[config.mk]
export PLATFORM = sky130hd
export DESIGN_NAME = matrix_vector_mac_seq
export DESIGN_NICKNAME = d
export VERILOG_FILES = /design/src/rtl/matvec_pkg.sv /design/src/rtl/matvec_mac_unit.sv /design/src/rtl/matrix_vector_mac_seq.sv
export SDC_FILE = /design/constraint.sdc
export NUM_CORES = 2
export LEC_CHECK = 0
export BUFFER_PORTS_ARGS = -buffer_cell sky130_fd_sc_hd__buf_2
export CAP_MARGIN = 30
export CELL_PAD_IN_SITES_DETAIL_PLACEMENT = 0
export CELL_PAD_IN_SITES_GLOBAL_PLACEMENT = 1
export CORE_ASPECT_RATIO = 0.75
export CORE_UTILIZATION = 31
export DETAILED_ROUTE_END_ITERATION = 10
export PLACE_DENSITY = 0.59
export SETUP_SLACK_MARGIN = 0.15
export SYNTH_ARGS = -nofsm -noshare
export SYNTH_HDL_FRONTEND = slang
export SYNTH_HIERARCHICAL = 1
export SYNTH_SLANG_ARGS = --single-unit
[constraint.sdc]
create_clock -name clk -period 10 [get_ports clk]
set_input_delay 2 -clock clk [delete_from_list [all_inputs] [get_ports clk]]
set_output_delay 2 -clock clk [all_outputs]
set_load 0.03 [all_outputs]
[src/rtl/matvec_pkg.sv]
// Shared types and sizing helpers for the sequential matrix-vector MAC.
package matvec_pkg;

  typedef enum logic [1:0] {
    S_IDLE    = 2'd0,
    S_COMPUTE = 2'd1,
    S_DONE    = 2'd2
  } matvec_state_t;

  // Default accumulator width: full product width plus growth for DIM terms.
  function automatic int acc_width(input int dim, input int data_w);
    return 2 * data_w + $clog2(dim);
  endfunction

  // Width of the flat element index that walks DIM*DIM MAC steps.
  function automatic int idx_width(input int dim);
    return $clog2(dim * dim);
  endfunction

  localparam int MATVEC_DIM_DEFAULT = 4;
  localparam int IDX_W = idx_width(MATVEC_DIM_DEFAULT);

endpackage

[src/rtl/matvec_mac_unit.sv]
// Combinational multiply-accumulate step: acc_out = acc_in + a*b.
// The product is full precision and sign-extended before the add.
// MATVEC_SATURATE_EN defined: an overflowing add clamps to the signed
// max/min of ACC_W. Undefined: the add wraps modulo 2^ACC_W.
// In both builds ovf flags the out-of-range add.
module matvec_mac_unit
  import matvec_pkg::*;
#(
  parameter int DATA_W = 16,
  parameter int ACC_W  = 34
) (
  input  logic signed [DATA_W-1:0] a,
  input  logic signed [DATA_W-1:0] b,
  input  logic signed [ACC_W-1:0]  acc_in,
  output logic signed [ACC_W-1:0]  acc_out,
  output logic                     ovf
);

  localparam int PW = 2 * DATA_W;

  logic signed [PW-1:0]  prod_s;
  logic signed [ACC_W:0] sum_s;

  // Full-precision product, then one-bit-wider sum so overflow is visible.
  always_comb begin
    prod_s = $signed({{DATA_W{a[DATA_W-1]}}, a}) * $signed({{DATA_W{b[DATA_W-1]}}, b});
    sum_s  = $signed({acc_in[ACC_W-1], acc_in})
           + $signed({{(ACC_W+1-PW){prod_s[PW-1]}}, prod_s});
    ovf    = (sum_s[ACC_W] != sum_s[ACC_W-1]);
  end

  // Resolve an out-of-range sum by clamping or by dropping the carry bit.
  always_comb begin
`ifdef MATVEC_SATURATE_EN
    if (ovf) begin
      if (sum_s[ACC_W]) begin
        acc_out = {1'b1, {(ACC_W-1){1'b0}}};
      end else begin
        acc_out = {1'b0, {(ACC_W-1){1'b1}}};
      end
    end else begin
      acc_out = sum_s[ACC_W-1:0];
    end
`else
    acc_out = sum_s[ACC_W-1:0];
`endif
  end

endmodule

[src/rtl/matrix_vector_mac_seq.sv]
// Sequential fixed-point matrix-vector multiplier, one MAC per clock.
// Computes M*v, or M^T*v when i_transpose is set at the accept edge.
// Operands are captured on accept so upstream may change them freely.
// Optional build macro MATVEC_SATURATE_EN selects saturating accumulation
// (see matvec_mac_unit); the default build wraps.
module matrix_vector_mac_seq
  import matvec_pkg::*;
#(
  parameter int DIM    = 4,
  parameter int DATA_W = 16,
  parameter int ACC_W  = acc_width(DIM, DATA_W)
) (
  input  logic                        clk,
  input  logic                        rst,
  input  logic                        i_valid,
  output logic                        i_ready,
  input  logic [DIM*DIM*DATA_W-1:0]   i_mat,
  input  logic [DIM*DATA_W-1:0]       i_vec,
  input  logic                        i_transpose,
  output logic [DIM*ACC_W-1:0]        o_product,
  output logic                        o_overflow,
  output logic                        o_valid,
  input  logic                        o_ready
);

  localparam int IW = idx_width(DIM);
  localparam int RW = $clog2(DIM);
  localparam logic [IW-1:0] LAST_IDX = IW'(DIM * DIM - 1);
  localparam logic [IW-1:0] DIM_IDX  = IW'(DIM);

  matvec_state_t            state_r;
  logic [IW-1:0]            idx_r;
  logic signed [DATA_W-1:0] mat_r [DIM*DIM];
  logic signed [DATA_W-1:0] vec_r [DIM];
  logic                     transpose_r;
  logic signed [ACC_W-1:0]  acc_r [DIM];
  logic                     overflow_r;

  logic [RW-1:0]            row_s;
  logic [RW-1:0]            col_s;
  logic [IW-1:0]            sel_s;
  logic signed [DATA_W-1:0] mac_a_s;
  logic signed [DATA_W-1:0] mac_b_s;
  logic signed [ACC_W-1:0]  acc_in_s;
  logic signed [ACC_W-1:0]  acc_out_s;
  logic                     mac_ovf_s;

  // Split the flat index into row/column and pick M[r][c] or M[c][r].
  always_comb begin
    row_s = RW'(idx_r / DIM_IDX);
    col_s = RW'(idx_r % DIM_IDX);
    if (transpose_r) begin
      sel_s = IW'(col_s) * DIM_IDX + IW'(row_s);
    end else begin
      sel_s = idx_r;
    end
    mac_a_s  = mat_r[sel_s];
    mac_b_s  = vec_r[col_s];
    acc_in_s = acc_r[row_s];
  end

  matvec_mac_unit #(
    .DATA_W (DATA_W),
    .ACC_W  (ACC_W)
  ) u_mac (
    .a       (mac_a_s),
    .b       (mac_b_s),
    .acc_in  (acc_in_s),
    .acc_out (acc_out_s),
    .ovf     (mac_ovf_s)
  );

  // Handshake flags are pure state decodes; i_ready is masked during reset.
  always_comb begin
    i_ready    = (state_r == S_IDLE) && !rst;
    o_valid    = (state_r == S_DONE);
    o_overflow = overflow_r;
  end

  genvar gr;
  generate
    for (gr = 0; gr < DIM; gr++) begin : g_out
      assign o_product[gr*ACC_W +: ACC_W] = acc_r[gr];
    end
  endgenerate

  // FSM, operand capture, index walk and accumulator update.
  always_ff @(posedge clk) begin
    if (rst) begin
      state_r     <= S_IDLE;
      idx_r       <= {IW{1'b0}};
      transpose_r <= 1'b0;
      overflow_r  <= 1'b0;
      for (int k = 0; k < DIM * DIM; k++) begin
        mat_r[k] <= {DATA_W{1'b0}};
      end
      for (int k = 0; k < DIM; k++) begin
        vec_r[k] <= {DATA_W{1'b0}};
        acc_r[k] <= {ACC_W{1'b0}};
      end
    end else begin
      case (state_r)
        S_IDLE: begin
          if (i_valid && i_ready) begin
            for (int k = 0; k < DIM * DIM; k++) begin
              mat_r[k] <= i_mat[k*DATA_W +: DATA_W];
            end
            for (int k = 0; k < DIM; k++) begin
              vec_r[k] <= i_vec[k*DATA_W +: DATA_W];
              acc_r[k] <= {ACC_W{1'b0}};
            end
            transpose_r <= i_transpose;
            overflow_r  <= 1'b0;
            idx_r       <= {IW{1'b0}};
            state_r     <= S_COMPUTE;
          end
        end
        S_COMPUTE: begin
          acc_r[row_s] <= acc_out_s;
          overflow_r   <= overflow_r | mac_ovf_s;
          if (idx_r == LAST_IDX) begin
            idx_r   <= {IW{1'b0}};
            state_r <= S_DONE;
          end else begin
            idx_r <= idx_r + IW'(1);
          end
        end
        S_DONE: begin
          if (o_ready) begin
            state_r <= S_IDLE;
          end
        end
        default: begin
          state_r <= S_IDLE;
        end
      endcase
    end
  end

endmodule
==> metrics.md <==
| Metric | Value |
|---|---|
| Final period util | `0.9275` |
| Commonest non-fill, non-tap cell in the layout | `and2_1` |
| Setup TNS | `0 ns` |
| Worst EP required | `~10 ns` |
| Final wirelength | `slightly below 100000 µm` |
| Filler instances | `around 9900` |
| Unique masters post-synth | `63` |
| Row count | `~100` |
| Fin area | `between 30000 and 40000 µm²` |
| Routed wire per std cell | `roughly 22 µm` |
| Synth warn | `6` |
| Hold-critical path depth | `2` |
| Ys async rst share | `0` |
| Post-synth EDFFs | `between 400 and 500` |
| Clock transition at path regs | `about 0.07 ns` |
| Worst slew pin tran | `1.058 ns` |
| Reg2reg path depth | `25` |
| CTS Root Cell | `clkbuf_16` |
| All-Layer GR Usage | `0.1850` |
| CP max FO | `16` |
| Hold Crit Class | `flop to flop` |
| Total number of vias | `~21000` |
| CTS Buf Count | `50` |
| MaxCap Viol Count | `0` |
| First-pass GRT wire length | `between 100000 and 150000 µm` |
| Placed cell area | `roughly 36000 µm²` |
| CP Launch Type | `flop` |
| Die height | `approximately 280 µm` |
| Overflow after GRT | `0` |
| Final worst slack | `slightly above 0.7 ns` |
| Worst setup EP type | `flop` |
| Nets@finish | `between 3000 and 4000` |
| Worst Skew | `0.07133 ns` |
| Sequential fraction of the synthesis area | `0.4354` |
| WP data arrival | `~9.7 ns` |
| RSZ-0062 raised after global routing | `false` |
| Via count of the first global-routing pass | `approximately 22000` |
| Layout area overhead | `17.56%` |
| First-pass DRT Iterations | `5` |
| Multi-input logic area | `approximately 16000 µm²` |
| DRC viols | `0` |
| WS Path Type | `flop to flop` |
| H-tree depth | `2` |
| Initial antenna violation count | `17` |
| I/O pins | `~460` |
| Syn_area_per_cell | `12.39 µm²` |
| Num Clock Sinks | `between 400 and 500` |
| Via density | `about 4.7` |
| Final min period | `roughly 9 ns` |
| CORE AREA | `between 100000 and 150000 µm²` |
| Later-pin clock latency in the skew report | `0.66 ns` |
| Most frequent cells in the layout | `478 x and2_1, 462 x buf_2, 456 x edfxtp_1` |
| Starting Density | `0.3146` |
| Storage element area | `approximately 14000 µm²` |
| Post-synth top flop | `edfxtp_1` |
| Hold Violations, Final | `0` |
| CTS tree | `done` |
| Final Max Tran Viols | `0` |
| F_max | `between 100 and 150 MHz` |
| Detailed placement HPWL | `74990 µm` |
| Drt initial violations | `approximately 1300` |
| Non-Filler Instances | `approximately 4400` |
| Max Root-Sink Buffers | `3` |
| Die width | `approximately 370 µm` |
| Final ANT Viol Nets | `0` |
| Mapped Cells | `roughly 2600` |
| Port buffer count | `around 460` |
| Syn nets | `approximately 3300` |
| Status | `completed` |
| Pre-CTS setup slack | `0.5764 ns` |
| Placed cells | `4299` |
| Post-Syn Area | `between 30000 and 40000 µm²` |
| Final Wtd Congestion | `0.8315` |
| Rel. slew slack | `0.2946` |
| Die area | `104500 µm²` |
| Share of layout cells above drive strength 1 | `0.2184` |
| Final setup viols | `0` |
| #FFs+latches synth | `468` |
| Largest net degree at the start of global routing | `230` |
[flip-flops by register name, summed over array words and instances, names as in the netlist, named ones only]
signal / count
acc_r: 136
vec_r: 64
state_r: 2
idx_r: 4
transpose_r: 1
mat_r: 256
o_overflow: 1
[repair_timing]
action	in CTS	in global routing
gates resized for setup	0	8
endpoints found under the setup margin	0	13
hold buffers	0	0
setup buffers	0	0
[routing by layer]
layer  wire (µm)  global-route usage
met1       47640              0.2757
met2       42730              0.2808
met3        4846             0.02856
met4        1626             0.04323
met5          36                   0
[critical path, stage by stage (launching register included)]
cell	delay [ns]
dfxtp_1	0.54
mux2i_1	0.29
nand3_1	0.60
o22ai_1	0.85
or4_1	0.86
nand2_1	0.19
fa_1	0.58
inv_1	0.06
fa_1	0.51
fa_1	0.53
fa_1	0.42
fa_1	0.54
inv_1	0.06
fa_1	0.48
inv_1	0.04
ha_1	0.35
and3_1	0.24
and4_4	0.23
a32o_1	0.26
and2_0	0.15
a311oi_1	0.42
a31oi_1	0.14
a211oi_1	0.35
xnor2_1	0.15
a21oi_1	0.14
nor2_1	0.05
[per-stage QoR]
stage	hold WS, ns	utilization
4_1_cts	0.5178	0.3685
3_3_place_gp	0.5006	0.3522
3_5_place_dp	0.4996	0.3527
5_1_grt	0.5757	0.3698
6_report	0.5176	0.3698
2_1_floorplan	0.5738	-
[cell families (layout without fill, tap and decap cells)]
| family | after synthesis | after routing | synth area share |
|---|---|---|---|
| compound gates | 172 | 172 | 0.03539 |
| xor+xnor | 37 | 37 | 0.01013 |
| fa+ha+maj | 416 | 416 | 0.2354 |
| buf+inv | 480 | 952 | 0.05849 |
| flops | 468 | 468 | 0.4354 |
| mux | 183 | 183 | 0.07695 |
| other cells | 0 | 10 | 0 |
| simple gates | 826 | 826 | 0.1482 |
[final timing paths]
kind         slack [ns]               startpoint                      end
max                0.72    idx_r[3]$_SDFFE_PP0N_  o_overflow$_SDFFE_PP0N_
min                0.52  o_overflow$_SDFFE_PP0N_  o_overflow$_SDFFE_PP0N_
max reg2reg        0.72    idx_r[3]$_SDFFE_PP0N_  o_overflow$_SDFFE_PP0N_
min reg2reg        0.52  o_overflow$_SDFFE_PP0N_  o_overflow$_SDFFE_PP0N_
[cell type report]
type                    instances  area share
multi-input cells            1634      0.4328
flip-flops and latches        468      0.3705
repair buffers                505     0.07311
well taps                    1339     0.04454
inverters                     356     0.03572
clock buffers                  62     0.03472
clock inverters                29    0.007949
diodes                         10   0.0006652
[synthesized netlist by cell type, types with 12 or more instances]
| cell | count | area (µm²) |
|---|---|---|
| a21oi_1 | 36 | 180.2 |
| and2_1 | 478 | 2990 |
| buf_2 | 17 | 85.08 |
| clkbuf_1 | 92 | 345.3 |
| dfxtp_1 | 12 | 240.2 |
| edfxtp_1 | 456 | 13690 |
| fa_1 | 310 | 6206 |
| ha_1 | 106 | 1326 |
| inv_1 | 356 | 1336 |
| mux2i_1 | 129 | 1291 |
| mux4_2 | 50 | 1126 |
| nand2_1 | 147 | 551.8 |
| nand2b_1 | 13 | 81.33 |
| nor2_1 | 35 | 131.4 |
| nor2b_1 | 104 | 650.6 |
| o21ai_0 | 17 | 85.08 |
| o22ai_1 | 63 | 394.1 |
| or4_1 | 15 | 112.6 |
| xnor2_1 | 23 | 201.4 |
| xor2_1 | 14 | 122.6 |
Power is not shown: default switching activity piles up to over one toggle a cycle in this logic, so the estimate is an artifact.
